`src/rtl/mem_pkg.sv`:
```
// Shared types and constants for the memory stage.
// Latency: n/a (types and constants only).
// Backpressure: n/a.
//
// mem_op_t : ALU-supplied memory operation (2'b11 is reserved and behaves like MEM_NONE).
// state_t  : bus sequencer state.
package mem_pkg;

  typedef enum logic [1:0] {
    MEM_NONE  = 2'd0,
    MEM_LOAD  = 2'd1,
    MEM_STORE = 2'd2
  } mem_op_t;

  typedef enum logic {
    IDLE = 1'b0,
    BUS  = 1'b1
  } state_t;

  // Flag bit set in wb_rflags when a bus transaction is aborted by timeout.
  localparam int MEM_ERR_FLAG_BIT = 31;

  // True for operations that need a bus transaction. The reserved encoding
  // falls through to a plain register write.
  function automatic logic is_mem_access(input logic [1:0] op);
    return (op == MEM_LOAD) || (op == MEM_STORE);
  endfunction

endpackage

```
`src/rtl/mem_timeout_ctr.sv`:
```
// Bus-wait watchdog: counts cycles spent waiting for bus_ack.
// Latency: expire is combinational in the LIMIT-th counted cycle.
// Backpressure: none; clear has priority over count.
//
// Ports:
//   clk, reset : clock and asynchronous active-high reset
//   clear      : restart the count (a new instruction was captured)
//   count      : this cycle is a bus-wait cycle
//   expire     : high during the LIMIT-th consecutive counted cycle
module mem_timeout_ctr #(
  parameter int unsigned LIMIT = 255
) (
  input  logic clk,
  input  logic reset,
  input  logic clear,
  input  logic count,
  output logic expire
);

  // Values 0..LIMIT-1 must be representable.
  localparam int unsigned CNT_W = (LIMIT < 2) ? 1 : $clog2(LIMIT);

  logic [CNT_W-1:0] cnt;

  // cnt holds the index of the current wait cycle, so the LIMIT-th cycle
  // sees cnt == LIMIT-1 and aborts on that edge.
  assign expire = count && (cnt == CNT_W'(LIMIT - 1));

  always_ff @(posedge clk or posedge reset) begin
    if (reset) begin
      cnt <= '0;
    end else if (clear) begin
      cnt <= '0;
    end else if (count && !expire) begin
      cnt <= cnt + 1'b1;
    end
  end

endmodule

```
`src/rtl/mem_stage.sv`:
```
// Memory pipeline stage: takes ALU results, runs an optional load/store on the data bus, hands off to writeback.
// Latency: 1 cycle for non-memory ops; 2+ cycles for load/store (ack in first bus cycle gives 2).
// Backpressure: mem_blocked stalls the ALU while a bus access is outstanding or a writeback entry is stalled.
//
// Optional feature macro: MEM_TIMEOUT_EN (bus-wait timeout, adds TIMEOUT_CYC parameter and bus_err output).
//
// Ports:
//   clk, reset            : clock and asynchronous active-high reset
//   exe_mem, alu_result, alu_rflags, mem_op, store_data, dst_reg : instruction from the ALU
//   mem_blocked           : stall back to the ALU
//   bus_req, bus_we, bus_addr, bus_wdata, bus_ack, bus_rdata     : request/acknowledge data bus
//   wb_valid, wb_we, wb_data, wb_rflags, wb_dst, wb_blocked      : writeback handoff
//   bus_err               : (MEM_TIMEOUT_EN only) one-cycle pulse when a bus access times out
module mem_stage
  import mem_pkg::*;
#(
  parameter int DATA_W = 64,
  parameter int REG_W  = 4
`ifdef MEM_TIMEOUT_EN
  , parameter int TIMEOUT_CYC = 255
`endif
) (
  input  logic              clk,
  input  logic              reset,
  // ALU side
  input  logic              exe_mem,
  input  logic [DATA_W-1:0] alu_result,
  input  logic [31:0]       alu_rflags,
  input  logic [1:0]        mem_op,
  input  logic [DATA_W-1:0] store_data,
  input  logic [REG_W-1:0]  dst_reg,
  output logic              mem_blocked,
  // data bus
  output logic              bus_req,
  output logic              bus_we,
  output logic [DATA_W-1:0] bus_addr,
  output logic [DATA_W-1:0] bus_wdata,
  input  logic              bus_ack,
  input  logic [DATA_W-1:0] bus_rdata,
  // writeback side
  output logic              wb_valid,
  output logic              wb_we,
  output logic [DATA_W-1:0] wb_data,
  output logic [31:0]       wb_rflags,
  output logic [REG_W-1:0]  wb_dst,
  input  logic              wb_blocked
`ifdef MEM_TIMEOUT_EN
  , output logic            bus_err
`endif
);

  state_t state;
  state_t state_nxt;

  // Per-instruction context kept while the bus access is in flight. The
  // address, store flag and store data already live in the bus_* registers.
  logic [31:0]      lat_rflags;
  logic [REG_W-1:0] lat_dst;

  logic cap;       // instruction accepted from the ALU this edge
  logic cap_mem;   // ... and it needs the bus
  logic cap_alu;   // ... and it completes immediately
  logic ack_done;  // bus access completes this edge
  logic tmo_done;  // bus access aborted this edge
  logic tmo_expire;

  // The ALU keeps exe_mem high while stalled, so gating capture on
  // !mem_blocked is what prevents a double capture.
  assign mem_blocked = (state == BUS) || (wb_valid && wb_blocked);

  // ------------------------------------------------------------------
  // Sequencer
  // ------------------------------------------------------------------
  always_ff @(posedge clk or posedge reset) begin
    if (reset) begin
      state <= IDLE;
    end else begin
      state <= state_nxt;
    end
  end

  always_comb begin
    state_nxt = state;
    cap       = exe_mem && !mem_blocked;
    cap_mem   = cap && is_mem_access(mem_op);
    cap_alu   = cap && !is_mem_access(mem_op);
    ack_done  = 1'b0;
    tmo_done  = 1'b0;
    case (state)
      IDLE: begin
        // bus_ack is ignored here; only a capture moves us on.
        if (cap_mem) begin
          state_nxt = BUS;
        end
      end
      BUS: begin
        // An ack on the expiry cycle still wins over the abort.
        if (bus_ack) begin
          ack_done  = 1'b1;
          state_nxt = IDLE;
        end else if (tmo_expire) begin
          tmo_done  = 1'b1;
          state_nxt = IDLE;
        end
      end
      default: state_nxt = IDLE;
    endcase
  end

  // ------------------------------------------------------------------
  // Bus request registers: loaded on capture, held until completion.
  // ------------------------------------------------------------------
  always_ff @(posedge clk or posedge reset) begin
    if (reset) begin
      bus_req    <= 1'b0;
      bus_we     <= 1'b0;
      bus_addr   <= '0;
      bus_wdata  <= '0;
      lat_rflags <= '0;
      lat_dst    <= '0;
    end else if (cap_mem) begin
      bus_req    <= 1'b1;
      bus_we     <= (mem_op == MEM_STORE);
      bus_addr   <= alu_result;
      bus_wdata  <= store_data;
      lat_rflags <= alu_rflags;
      lat_dst    <= dst_reg;
    end else if (ack_done || tmo_done) begin
      bus_req    <= 1'b0;
    end
  end

  // ------------------------------------------------------------------
  // Writeback slot. A completing entry overwrites a draining one; a
  // stalled entry is never overwritten because nothing can complete
  // while wb_valid && wb_blocked (capture is blocked and no bus access
  // can be outstanding).
  // ------------------------------------------------------------------
  always_ff @(posedge clk or posedge reset) begin
    if (reset) begin
      wb_valid  <= 1'b0;
      wb_we     <= 1'b0;
      wb_data   <= '0;
      wb_rflags <= '0;
      wb_dst    <= '0;
    end else if (cap_alu) begin
      wb_valid  <= 1'b1;
      wb_we     <= 1'b1;
      wb_data   <= alu_result;
      wb_rflags <= alu_rflags;
      wb_dst    <= dst_reg;
    end else if (ack_done) begin
      wb_valid  <= 1'b1;
      wb_we     <= !bus_we;
      wb_data   <= bus_we ? bus_wdata : bus_rdata;
      wb_rflags <= lat_rflags;
      wb_dst    <= lat_dst;
    end else if (tmo_done) begin
      // Aborted access: no register write; the faulting address is
      // reported in wb_data for whoever handles the error flag.
      wb_valid  <= 1'b1;
      wb_we     <= 1'b0;
      wb_data   <= bus_addr;
      wb_rflags <= lat_rflags | (32'h1 << MEM_ERR_FLAG_BIT);
      wb_dst    <= lat_dst;
    end else if (wb_valid && !wb_blocked) begin
      wb_valid  <= 1'b0;
    end
  end

  // ------------------------------------------------------------------
  // Optional bus-wait timeout
  // ------------------------------------------------------------------
`ifdef MEM_TIMEOUT_EN
  mem_timeout_ctr #(
    .LIMIT (TIMEOUT_CYC)
  ) u_timeout (
    .clk    (clk),
    .reset  (reset),
    .clear  (cap),
    .count  (state == BUS),
    .expire (tmo_expire)
  );

  always_ff @(posedge clk or posedge reset) begin
    if (reset) begin
      bus_err <= 1'b0;
    end else begin
      bus_err <= tmo_done;
    end
  end
`else
  // Without the watchdog the stage waits for bus_ack indefinitely.
  assign tmo_expire = 1'b0;
`endif

endmodule

```
`config.mk`:
```
export PLATFORM = sky130hd
export DESIGN_NAME = mem_stage
export DESIGN_NICKNAME = d
export VERILOG_FILES = /design/src/rtl/mem_pkg.sv /design/src/rtl/mem_timeout_ctr.sv /design/src/rtl/mem_stage.sv
export SDC_FILE = /design/constraint.sdc
export NUM_CORES = 1
export LEC_CHECK = 0
export ABC_AREA = 1
export CAP_MARGIN = 25
export CORE_AREA = 2 2 181 183
export CTS_CLUSTER_DIAMETER = 50
export DETAILED_ROUTE_END_ITERATION = 6
export DIE_AREA = 0 0 183 185
export PLACE_DENSITY_LB_ADDON = 0.1
export SYNTH_ARGS = -nofsm -noshare
export SYNTH_HDL_FRONTEND = slang
export SYNTH_SLANG_ARGS = --single-unit
```
`constraint.sdc`:
```
create_clock -name clk -period 10.8 [get_ports clk]
set_input_delay 2.16 -clock clk [delete_from_list [all_inputs] [get_ports clk]]
set_output_delay 2.16 -clock clk [all_outputs]
set_load 0.02 [all_outputs]
```
---- Word-level counts from Yosys, hierarchy flattened ----
Cells that the tools add are included.
storage, ports and cells
  bits in registers ....................... 269
  input port bits ......................... 235
  output and inout bits ................... 233
  logic and storage cells ................. 48
cells by class
  equality and inequality tests ........... 2
  mux-type cells .......................... 19
  bitwise operators ....................... 1
  reductions and logical operators ........ 14
operators by type and width
  operator                                             number
  2-to-1 mux 64 bit                                    3
  2-to-1 mux 32 bit                                    2
  2-to-1 mux 1 bit                                     11
  2-to-1 mux 4 bit                                     2
  logical AND 1 bit                                    5
  logical NOT 1 bit                                    4
  nonzero test 2 bit                                   2
  nonzero test 3 bit                                   1
  equality test 2 x 1 -> 1 bit, second input constant  1
  equality test 2 bit, second input constant           1
  logical OR 1 bit                                     2
  one-hot mux 1 bit (2 select lines)                   1
  NOT 1 bit                                            1

---- Longest topological paths before layout ----
  depth after elaboration ................. 7
  mapped depth ............................ 8
  gate-level depth less buffers ........... 6

---- Worst setup path after synthesis ----
Ideal clock, no wire load.
  path kind ............................... input port to output port
  start ................................... input wb_blocked
  end ..................................... output mem_blocked
  arrival ................................. 2,417 ps
  setup slack ............................. 6,223 ps
  stages on the path ...................... 2
  buffers on the path ..................... 0
  cell sequence ........................... nand2_1 nand2_1
on the way
  word-level cells in the longest chain between the ends .. 2
RTL lines
  what               line             RTL
  from (decl)        mem_stage.sv:46  input logic wb_blocked
  logical AND 1 bit  mem_stage.sv:69  assign mem_blocked = (state == BUS) || (wb_valid && wb_blocked);
  logical OR 1 bit   mem_stage.sv:69
  to (decl)          mem_stage.sv:32  output logic mem_blocked,
No other way between the ends.

---- Worst setup path in the final report ----
Ends and elaborated chain as after synthesis.

==> flow_summary.yaml <==
outcome:
  outcome: "finished clean"
setup_path:
  worstPathCellList: "clkdlybuf4s50_1 -> nand2_1 -> nand2_1 -> clkdlybuf4s50_1"
  crit_path_end_kind: "output port"
  critPathKind: "primary input to output port"
  startpoint_type: "primary input"
  critPathMaxFanout: 4
  crit_required_ns: 8.64
  max_stage_delay_ns: 0.59
  path_delay_family: "buffers and inverters"
  cp_num_buf_inv: 2
  worst_path_max_delay_cell: "clkdlybuf4s50_1"
  critPathArrivalTime_ns: 3.39
cts:
  cts_tree: "done"
  cts_buffers: 35
  clock-sinks: 269
  clock_latency_ns: 0.50
  cts_root_buf: "clkbuf_16"
  cts.htree.levels: 2
  cts_setup_buffers: 0
  cts_hold_buf: 0
  clockBufferDepth: 3
  cts_repair_resize_count: 0
  clkTransAtPathRegs_ns: 0.05
synth:
  yosysSeqAreaShare: 0.5802
  synth_area_leaders: "dfrtp_1 (58%), nand2_1 (29%), nand3_1 (8.7%), buf_2 (2.2%), clkbuf_1 (0.71%)"
  yosys_register_bits: 269
  synth_nets: 1703
  synth.distinct_cells: 15
  netlist_instances: 1467
  ys_warn_count: 0
  syn_area_per_cell_um2: 7.908
  synth_top_area_frac: 0.5802
  yosysTopAreaCell: "dfrtp_1"
  syn_area_um2: 11600
pwr:
  power_per_cell_area_nw_per_um2: 270.3
  ir_worst_vdd_v: 0.0001311
  power_leakage_nw: 8.636
sta:
  setup_viol: 0
  final_max_slew_viol_count: 0
  rsz0062_at_grt: "false"
  timing.hold.ws_ns: 0.4655
  setup_ws_ns: 5.245
  fin_skew_ns: 0.01113
  hold_viol: 0
  period_share: 0.5143
  finalCriticalPeriod_ns: 5.555
  tns_ns: 0
  tightest_slew_ns: 1.005
  relSlewSlack: 0.3299
  max_freq_mhz: 180.0
placed_design:
  gp_congestion: 0.8038
  dp_hpwl_mm: 27.93
  placed_area_um2: 16490
  io_buffers: 467
  dp.cells: 2262
  dp_slack_ns: 5.245
detailed_routing:
  routed_via_density: 4.822
  drc: 0
  drt_iter0_drc: 752
  drtPass1Iterations: 5
  post_drt_wl_per_cell_um: 18.22
  ant_nets: 0
  vias: 11240
  drt-total-wl_mm: 42.48
die:
  dieArea_um2: 33860
  num_rows: 66
  ios: 468
  core_area_um2: 32040
  initial_core_util: 0.3621
  die_h_um: 185
  die_w_um: 183
global_routing:
  track_usage: 0.2460
  grt-ovfl-total: 0
  grt_pass1_wl_mm: 64.42
  antenna_found_initial: 6
  grt_max_degree: 163
  first_global_vias: 10837
run:
  maxCapViolCount: 0
cells_and_area:
  final_area_um2: 17760
  final_layout_size_suffix_gt1_frac: 0.04017
  area_growth_pct: 53.05
  final_nets: 2128
  stdcell_count: 2331
  fillers: 3018
hold_path:
  min_path_type: "register to register"
[worst register-to-register path: stages (launching register included)]
cell	delay, ns
dfrtp_1	0.39
nand2_1	0.14
nand3_2	0.14
nor2_4	0.16
buf_4	0.70
buf_4	1.04
nand2_1	0.16
o21ai_0	0.11
[logic make-up after synthesis]
group,count (synthesis),share of synthesized area
compound gates,5,0.002373
flops,269,0.5802
fa+ha+maj,1,0.001078
buf+inv,100,0.03926
simple gates,1092,0.3770
[state kept, by name, indices dropped and copies added, names as in the netlist, 4 cells and up]
register / cells
bus_addr: 64
bus_wdata: 64
lat_dst: 4
lat_rflags: 32
wb_data: 64
wb_dst: 4
wb_rflags: 32
[worst paths after layout]
check	from	to	slack, ns	depth (start not counted)
min in group asynchronous	reset	bus_addr[55]	2.15	2
worst max-delay path	wb_blocked	mem_blocked	5.25	4
max in group asynchronous	reset	bus_wdata[40]	7.18	3
worst min register to register	bus_addr[11]	bus_addr[11]	0.47	2
worst min-delay path	bus_addr[11]	bus_addr[11]	0.47	2
worst max register to register	wb_valid	bus_we	7.86	7
[Yosys cell counts]
library cell and n:
clkbuf_1 22, inv_2 3, nand3_1 201, buf_2 52, buf_4 4, o211ai_1 1, dfrtp_1 269, nand4_1 1
o21ai_0 4, nand2_1 887, ha_1 1, nand3_2 1, buf_1 14, inv_1 5, nor2_4 2
[cells in the final DEF, fill, tap and decap left out, drive strengths merged]
master	Yosys	routed
buf	70	13
bufinv	0	5
clkbuf	22	50
clkdlybuf4s50	0	467
clkinv	0	5
clkinvlp	0	1
dfrtp	269	269
diode	0	6
ha	1	1
inv	8	9
nand2	887	887
nand3	202	202
nand4	1	1
nor2	2	2
o211ai	1	1
o21ai	4	4
[area by class of cell]
| class | instances | area, µm² | share of cell area |
|---|---|---|---|
| clock buffer | 50 | 1025 | 0.05771 |
| sequential | 269 | 6733 | 0.3792 |
| antenna | 6 | 15.01 | 0.0008456 |
| inverter | 8 | 43.79 | 0.002466 |
| tap | 408 | 510.5 | 0.02875 |
| clock inverter | 12 | 202.7 | 0.01142 |
| timing repair buffer | 480 | 4805 | 0.2706 |
| multi-input combinational | 1098 | 4422 | 0.2490 |
[power by group]
group	leakage [nW]	total (mW)	internal (mW)	switching (mW)
registers	3.34	1.63	1.39	0.236
clock network	0.597	1.23	0.782	0.444
logic	4.70	1.94	0.858	1.08
total	8.64	4.80	3.03	1.76
[routing by layer]
metal	wire length (µm)	GRT usage
met5	27	0
met4	1547	0.09600
met3	3522	0.07452
met2	19480	0.3921
met1	17900	0.3152
[stage by stage]
stage | utilization | total power, mW
after detailed placement | 0.5145 | 3.601
after floorplan | - | 2.558
after global placement | 0.5145 | 3.572
after global routing | 0.5539 | 5.067
final | 0.5542 | 4.799
after CTS | 0.5528 | 4.846
(Power assumes the default switching activity.)
